**src/rtl/switch_debouncer_if.sv**
```systemverilog
// Switch bank bundle: raw levels in, debounced vector and status out.
// Ports: sw_raw (raw levels), s (committed), s_changed (pulse), s_settling.
interface switch_debouncer_if #(
  parameter int WIDTH = 4
);

  logic [WIDTH-1:0] sw_raw;
  logic [WIDTH-1:0] s;
  logic             s_changed;
  logic             s_settling;

  modport master (
    output sw_raw,
    input  s,
    input  s_changed,
    input  s_settling
  );

  modport slave (
    input  sw_raw,
    output s,
    output s_changed,
    output s_settling
  );

endinterface

```
**src/rtl/switch_debouncer.sv**
```systemverilog
// Two-flop synchronizer plus whole-vector debounce FSM for the DIP bank.
// Ports: clk, reset (sync, active-low), bus (slave: sw_raw -> s/s_changed/s_settling).
module switch_debouncer #(
  parameter int WIDTH         = 4,
  parameter int STABLE_CYCLES = 240000
) (
  input  logic            clk,
  input  logic            reset,
  switch_debouncer_if.slave bus
);

  localparam int CW =
    (STABLE_CYCLES > 1) ? $clog2(STABLE_CYCLES) : 1;

  localparam logic [CW-1:0] CNT_LAST =
    CW'(STABLE_CYCLES - 1);

  typedef enum logic {
    STABLE = 1'b0,
    SETTLE = 1'b1
  } state_e;

  logic [WIDTH-1:0] sync1_q;
  logic [WIDTH-1:0] sync2_q;

  state_e           state_q;
  state_e           state_d;
  logic [WIDTH-1:0] cand_q;
  logic [WIDTH-1:0] cand_d;
  logic [CW-1:0]    cnt_q;
  logic [CW-1:0]    cnt_d;
  logic [WIDTH-1:0] s_q;
  logic [WIDTH-1:0] s_d;
  logic             chg_q;
  logic             chg_d;

  // Synchronizer: only sync2_q is seen by the FSM.
  always_ff @(posedge clk) begin
    if (!reset) begin
      sync1_q <= '0;
      sync2_q <= '0;
    end else begin
      sync1_q <= bus.sw_raw;
      sync2_q <= sync1_q;
    end
  end

  always_ff @(posedge clk) begin
    if (!reset) begin
      state_q <= STABLE;
      cand_q  <= '0;
      cnt_q   <= '0;
      s_q     <= '0;
      chg_q   <= 1'b0;
    end else begin
      state_q <= state_d;
      cand_q  <= cand_d;
      cnt_q   <= cnt_d;
      s_q     <= s_d;
      chg_q   <= chg_d;
    end
  end

  always_comb begin
    state_d = state_q;
    cand_d  = cand_q;
    cnt_d   = cnt_q;
    s_d     = s_q;
    chg_d   = 1'b0;

    unique case (state_q)
      STABLE: begin
        cnt_d = '0;
        if (sync2_q != s_q) begin
          cand_d  = sync2_q;
          state_d = SETTLE;
        end
      end
      SETTLE: begin
        if (sync2_q == s_q) begin
          // bounced back to the committed value
          cnt_d   = '0;
          state_d = STABLE;
        end else if (sync2_q != cand_q) begin
          // any bit moving restarts the whole vector
          cand_d = sync2_q;
          cnt_d  = '0;
        end else if (cnt_q == CNT_LAST) begin
          s_d     = cand_q;
          chg_d   = 1'b1;
          cnt_d   = '0;
          state_d = STABLE;
        end else begin
          cnt_d = cnt_q + 1'b1;
        end
      end
      default: begin
        state_d = STABLE;
        cnt_d   = '0;
      end
    endcase
  end

  assign bus.s          = s_q;
  assign bus.s_changed  = chg_q;
  assign bus.s_settling = (state_q == SETTLE);

endmodule

```
**src/flat_wrapper.sv**
```systemverilog
// flat-port wrapper written by rule: the top's interface ports become plain ports
module switch_debouncer_flat 
#(
  parameter int WIDTH         = 4,
  parameter int STABLE_CYCLES = 240000
)
  (clk, reset, bus_sw_raw, bus_s, bus_s_changed, bus_s_settling);
  switch_debouncer_if #(.WIDTH(WIDTH)) bus_i ();
  input  logic clk;
  input  logic reset;
  input wire logic [$bits(bus_i.sw_raw)-1:0] bus_sw_raw;
  output wire logic [$bits(bus_i.s)-1:0] bus_s;
  output wire logic [$bits(bus_i.s_changed)-1:0] bus_s_changed;
  output wire logic [$bits(bus_i.s_settling)-1:0] bus_s_settling;
  assign bus_i.sw_raw = bus_sw_raw;
  assign bus_s = bus_i.s;
  assign bus_s_changed = bus_i.s_changed;
  assign bus_s_settling = bus_i.s_settling;
  switch_debouncer #(.WIDTH(WIDTH), .STABLE_CYCLES(STABLE_CYCLES)) u_core (.clk(clk), .reset(reset), .bus(bus_i));
endmodule
```
**config.mk**
```make
export PLATFORM = sky130hd
export DESIGN_NAME = switch_debouncer_flat
export DESIGN_NICKNAME = d
export VERILOG_FILES = /design/src/rtl/switch_debouncer_if.sv /design/src/rtl/switch_debouncer.sv /design/src/flat_wrapper.sv
export SDC_FILE = /design/constraint.sdc
export NUM_CORES = 1
export LEC_CHECK = 0
export CAP_MARGIN = 20
export CORE_MARGIN = 1
export CORE_UTILIZATION = 30
export DETAILED_ROUTE_END_ITERATION = 12
export GPL_ROUTABILITY_DRIVEN = 1
export PLACE_DENSITY = 0.42
export SLEW_MARGIN = 25
export SYNTH_ARGS = -nofsm -noshare
export SYNTH_HDL_FRONTEND = slang
export SYNTH_SLANG_ARGS = --single-unit
```
**constraint.sdc**
```tcl
create_clock -name clk -period 3.55 [get_ports clk]
set_input_delay 0.71 -clock clk [delete_from_list [all_inputs] [get_ports clk]]
set_output_delay 0.71 -clock clk [all_outputs]
set_load 0.01 [all_outputs]
```
* After elaboration in Yosys (flattened, before gate mapping) *
Cells that the tools add are included.

cells by class
  add/sub/neg operators = 1
  multiply operators = 0
  div/mod/pow operators = 0
  magnitude comparators = 0
  equal/unequal tests = 7
  shift-type cells = 0
  mux-type cells = 14
  bitwise logic cells = 4
  reductions and logical operators = 3

operators with widths
  cell                                                                      count
  18-bit two-way mux                                                        3
  18-bit one-hot mux with 2 select lines                                    1
  18-bit by 1-bit adder with 18-bit output (second input constant)          1
  18-bit == test (second input constant)                                    1
  4-bit two-way mux                                                         3
  4-bit inequality test                                                     2
  4-bit one-hot mux with 2 select lines                                     1
  1-bit two-way mux                                                         5
  4-bit == test                                                             1
  2-bit inequality test (second input constant)                             2
  1-bit NOT                                                                 4
  4-bit AND reduction                                                       1
  4-bit OR reduction                                                        1
  3-bit AND reduction                                                       1
  2-bit by 1-bit inequality test with 1-bit output (second input constant)  1
  1-bit one-hot mux with 2 select lines                                     1

word-level totals
  flip-flop bits (word level) = 36
  bits in latches = 0
  memory bits (writable) = 0
  memory bits (read-only) = 0
  input bits = 6
  output and inout port bits = 6
  logic and storage cells = 36
  memories = 0

* Logic depth before layout (Yosys ltp) *
  depth in word-level cells = 5
  depth in mapped cells = 7
  gate-level depth less buffers = 5

* Worst setup path after synthesis *
Ideal clock, no wire load.

  path type = input port to flip-flop
  start = in reset
  end = reg u_core.cnt_q[10]
  setup time = 73 ps
  data arrival time = 1661 ps
  data required time = 3477 ps
  setup slack = 1816 ps
  stages = 5
  path buffers = 2
  path through = inv_1 > or4b_1 > buf_6 > buf_12 > nor3_2

RTL lines
  what                    RTL line                text
  start: declaration      flat_wrapper.sv:10      input logic reset;
  end signal: assignment  switch_debouncer.sv:58  cnt_q <= cnt_d;
  end: declaration        switch_debouncer.sv:30  logic [CW-1:0] cnt_q;

==> flow_metrics.tcl <==
set metrics [dict create \
    cts_repair_resize_count 0 \
    rows 26 \
    avgSynthCellArea_um2 10.1 \
    status "finished, final reports clean" \
    endpoint_kind "register" \
    cp_top_family "simple AND/OR/NAND/NOR gates" \
    worst_pin_slew_ns 1.01 \
    synth-main-ff-cell "dfxtp_1" \
    setup_viol 0 \
    preCtsSetupSlack_ns 0.734 \
    max-vdd-ir-drop_mv 0.155 \
    tns_ns 0 \
    cts_sinks 36 \
    start_kind "input pin" \
    cts_setup_buffers 0 \
    clock_skew_ns 0.00637 \
    grt_overflow 0 \
    vias 1177 \
    ios 12 \
    wl_per_cell_um 12.8 \
    dr.pass1.iters 4 \
    p_seq_share_pct 51.1 \
    min_period_over_period_pct 70.4 \
    drive_above_1_share_pct 12.6 \
    whs_ns 0.435 \
    power_switching_mw 0.174 \
    start_util_pct 31.6 \
    syn_inst 162 \
    crit_slowest_cell "or4b_1" \
    relSlewSlack_pct 32.8 \
    grt_usage_pct 12.8 \
    hold_buffers 0 \
    worst-path-buf-inv 3 \
    power.share.clock_pct 44.3 \
    port_buffers 11 \
    n_antenna_cell 0 \
    required_ns 3.75 \
    swShare_pct 21.4 \
    die_w_um 75.8 \
    place_area_um2 1770 \
    combPwrFrac_pct 4.6 \
    synthToLayoutAreaGrowth_pct 15.2 \
    dp_hpwl_um 2090 \
    powerDensity_nw_per_um2 431 \
    critPathMaxFanout 22 \
    ys_warn_count 0 \
    path_cells "clkdlybuf4s50_1 > buf_4 > inv_1 > or4b_1 > nor3_1" \
    clkTransAtPathRegs_ns 0.08 \
    fill_cells 523 \
    drt.antenna.violating_nets 0 \
    fin_ws_ns 1.05 \
    netlist_area_um2 1630 \
    coreArea_um2 5170 \
    fin_area_um2 1880 \
    die_area_um2 5740 \
    report.final.slew_viol_count 0 \
    synth_top_area_share_pct 44.1 \
    insertion_delay_ns 0.29 \
    synthArstFlopShare_pct 0 \
    cts.path.max_buffers 2 \
    grt_max_degree 23 \
    hold_viol 0 \
    root_buffer "clkbuf_8" \
    globalplace.congestion 0.720 \
    final_nets 180 \
    ys_seq_area_share_pct 44.1 \
    grt_pass1_vias 1089 \
    max_stage_delay_ns 0.93 \
    cap_violations 0 \
    placed_cells 236 \
    die_y_um 75.8 \
    postLayoutCoreUtil_pct 36.4 \
    synthTopCellsByArea "dfxtp_1, nor3_2, xor2_1" \
    h-tree-depth 2 \
    synth-edff-count 0 \
    leakagePower_nw 0.603 \
    internal-power_mw 0.638 \
    cts_tree "done" \
    rsz0062_at_grt "false" \
    drtIter0Drc 49 \
    max_freq_mhz 400 \
    cts_made_buffers 5 \
    finalPower_mw 0.812 \
    crit_type "in2reg" \
    grt_pass1_wl_um 5300 \
    min_path_type "reg2reg" \
    synth_top_area_cell "dfxtp_1" \
    syn_nets 169 \
    synth_cell_types 34 \
    via_per_inst 4.82 \
    period_minus_slack_ns 2.50 \
    antenna_found_initial 0 \
    critical_path_arrival_ns 2.70 \
    wirelength_um 3120 \
    synth_seq_cells 36 \
    fin_cells 244 \
    drc 0 \
]
-- power by group through the flow --
stage | Clock (mW) | Sequential (mW) | Combinational, mW
after floorplan | 0 | 0.424 | 0.0260
after global placement | 0 | 0.424 | 0.0367
after detailed placement | 0 | 0.424 | 0.0375
after CTS | 0.370 | 0.415 | 0.0377
after global routing | 0.390 | 0.416 | 0.0409
final | 0.359 | 0.415 | 0.0373
-- placed cells by master (no fill, tap or decap), types with 2 or more instances in the layout --
cell,synthesis,final
dfxtp_1,36,36
nand2_1,19,19
clkdlybuf4s50_1,0,11
and2_1,10,10
xor2_1,10,10
nor3_2,10,10
xnor2_1,9,9
nand4_1,9,9
mux2i_1,8,8
nand3_1,7,7
clkbuf_8,0,5
a211oi_1,4,4
and4_1,3,3
nor3b_1,3,3
nor3_1,3,3
nor4b_1,2,2
nor2_1,2,2
and3_1,2,2
o31ai_1,2,2
or4_1,2,2
o21ai_0,2,2
or3_1,2,2
-- metal layers --
| layer | up-vias | GRT usage [%] | wire length [um] | part of all wire [%] |
|---|---|---|---|---|
| met3 | 6 | 4.37 | 108 | 3.5 |
| met4 | 0 | 6.79 | 57 | 1.8 |
| met2 | 16 | 17.4 | 1310 | 42 |
| met1 | 554 | 17.5 | 1640 | 53 |
| met5 | - | 0 | 0 | 0 |
| li1 | 601 | - | - | - |
-- area by class of cell --
cell class / instances / area, um^2 / share of cell area [%]
Tap cell: 70 / 87.6 / 4.65
Clock buffer: 6 / 72.6 / 3.86
Clock inverter: 2 / 35.0 / 1.86
Inverter: 1 / 3.75 / 0.199
Timing Repair Buffer: 12 / 118 / 6.25
Multi-Input combinational cell: 117 / 845 / 44.9
Sequential cell: 36 / 721 / 38.3
-- cells in the mapped netlist (2+ instances only) --
cell type,n
a211oi_1,4
and2_1,10
and3_1,2
and4_1,3
buf_6,2
clkbuf_1,3
dfxtp_1,36
mux2i_1,8
nand2_1,19
nand3_1,7
nand4_1,9
nor2_1,2
nor3_1,3
nor3_2,10
nor3b_1,3
nor4b_1,2
o21ai_0,2
o31ai_1,2
or3_1,2
or4_1,2
xnor2_1,9
xor2_1,10
-- registers in the layout, indices dropped and copies added, names as in the netlist --
| signal | flops |
|---|---|
| u_core.bus.s | 4 |
| u_core.bus.s_changed | 1 |
| u_core.bus.s_settling | 1 |
| u_core.cand_q | 4 |
| u_core.cnt_q | 18 |
| u_core.sync1_q | 4 |
| u_core.sync2_q | 4 |
-- worst reg2reg max path, stage by stage, from the launching register on --
cell     delay, ns
dfxtp_1       0.37
ha_1          0.36
and2_1        0.24
nand2_1       0.11
nor2_2        0.81
nor3_1        0.16
-- worst paths after layout --
kind	slack, ns	cells after the start	end	from
setup / recovery	1.05	5	u_core.cnt_q[8]	reset
hold / removal	0.44	1	u_core.sync2_q[3]	u_core.sync1_q[3]
setup reg to reg	1.35	5	u_core.cnt_q[8]	u_core.cnt_q[0]
hold reg to reg	0.44	1	u_core.sync2_q[3]	u_core.sync1_q[3]
-- cell families (layout without fill, tap and decap cells) --
kind of cell | count (synthesis) | in the layout | synth area share (%)
compound gates | 10 | 10 | 3.98
xor+xnor | 20 | 20 | 11.2
fa+ha+maj | 1 | 1 | 0.766
buf+inv | 9 | 21 | 4.14
flops | 36 | 36 | 44.1
mux | 8 | 8 | 4.90
simple gates | 78 | 78 | 30.9
(Power assumes the default switching activity.)
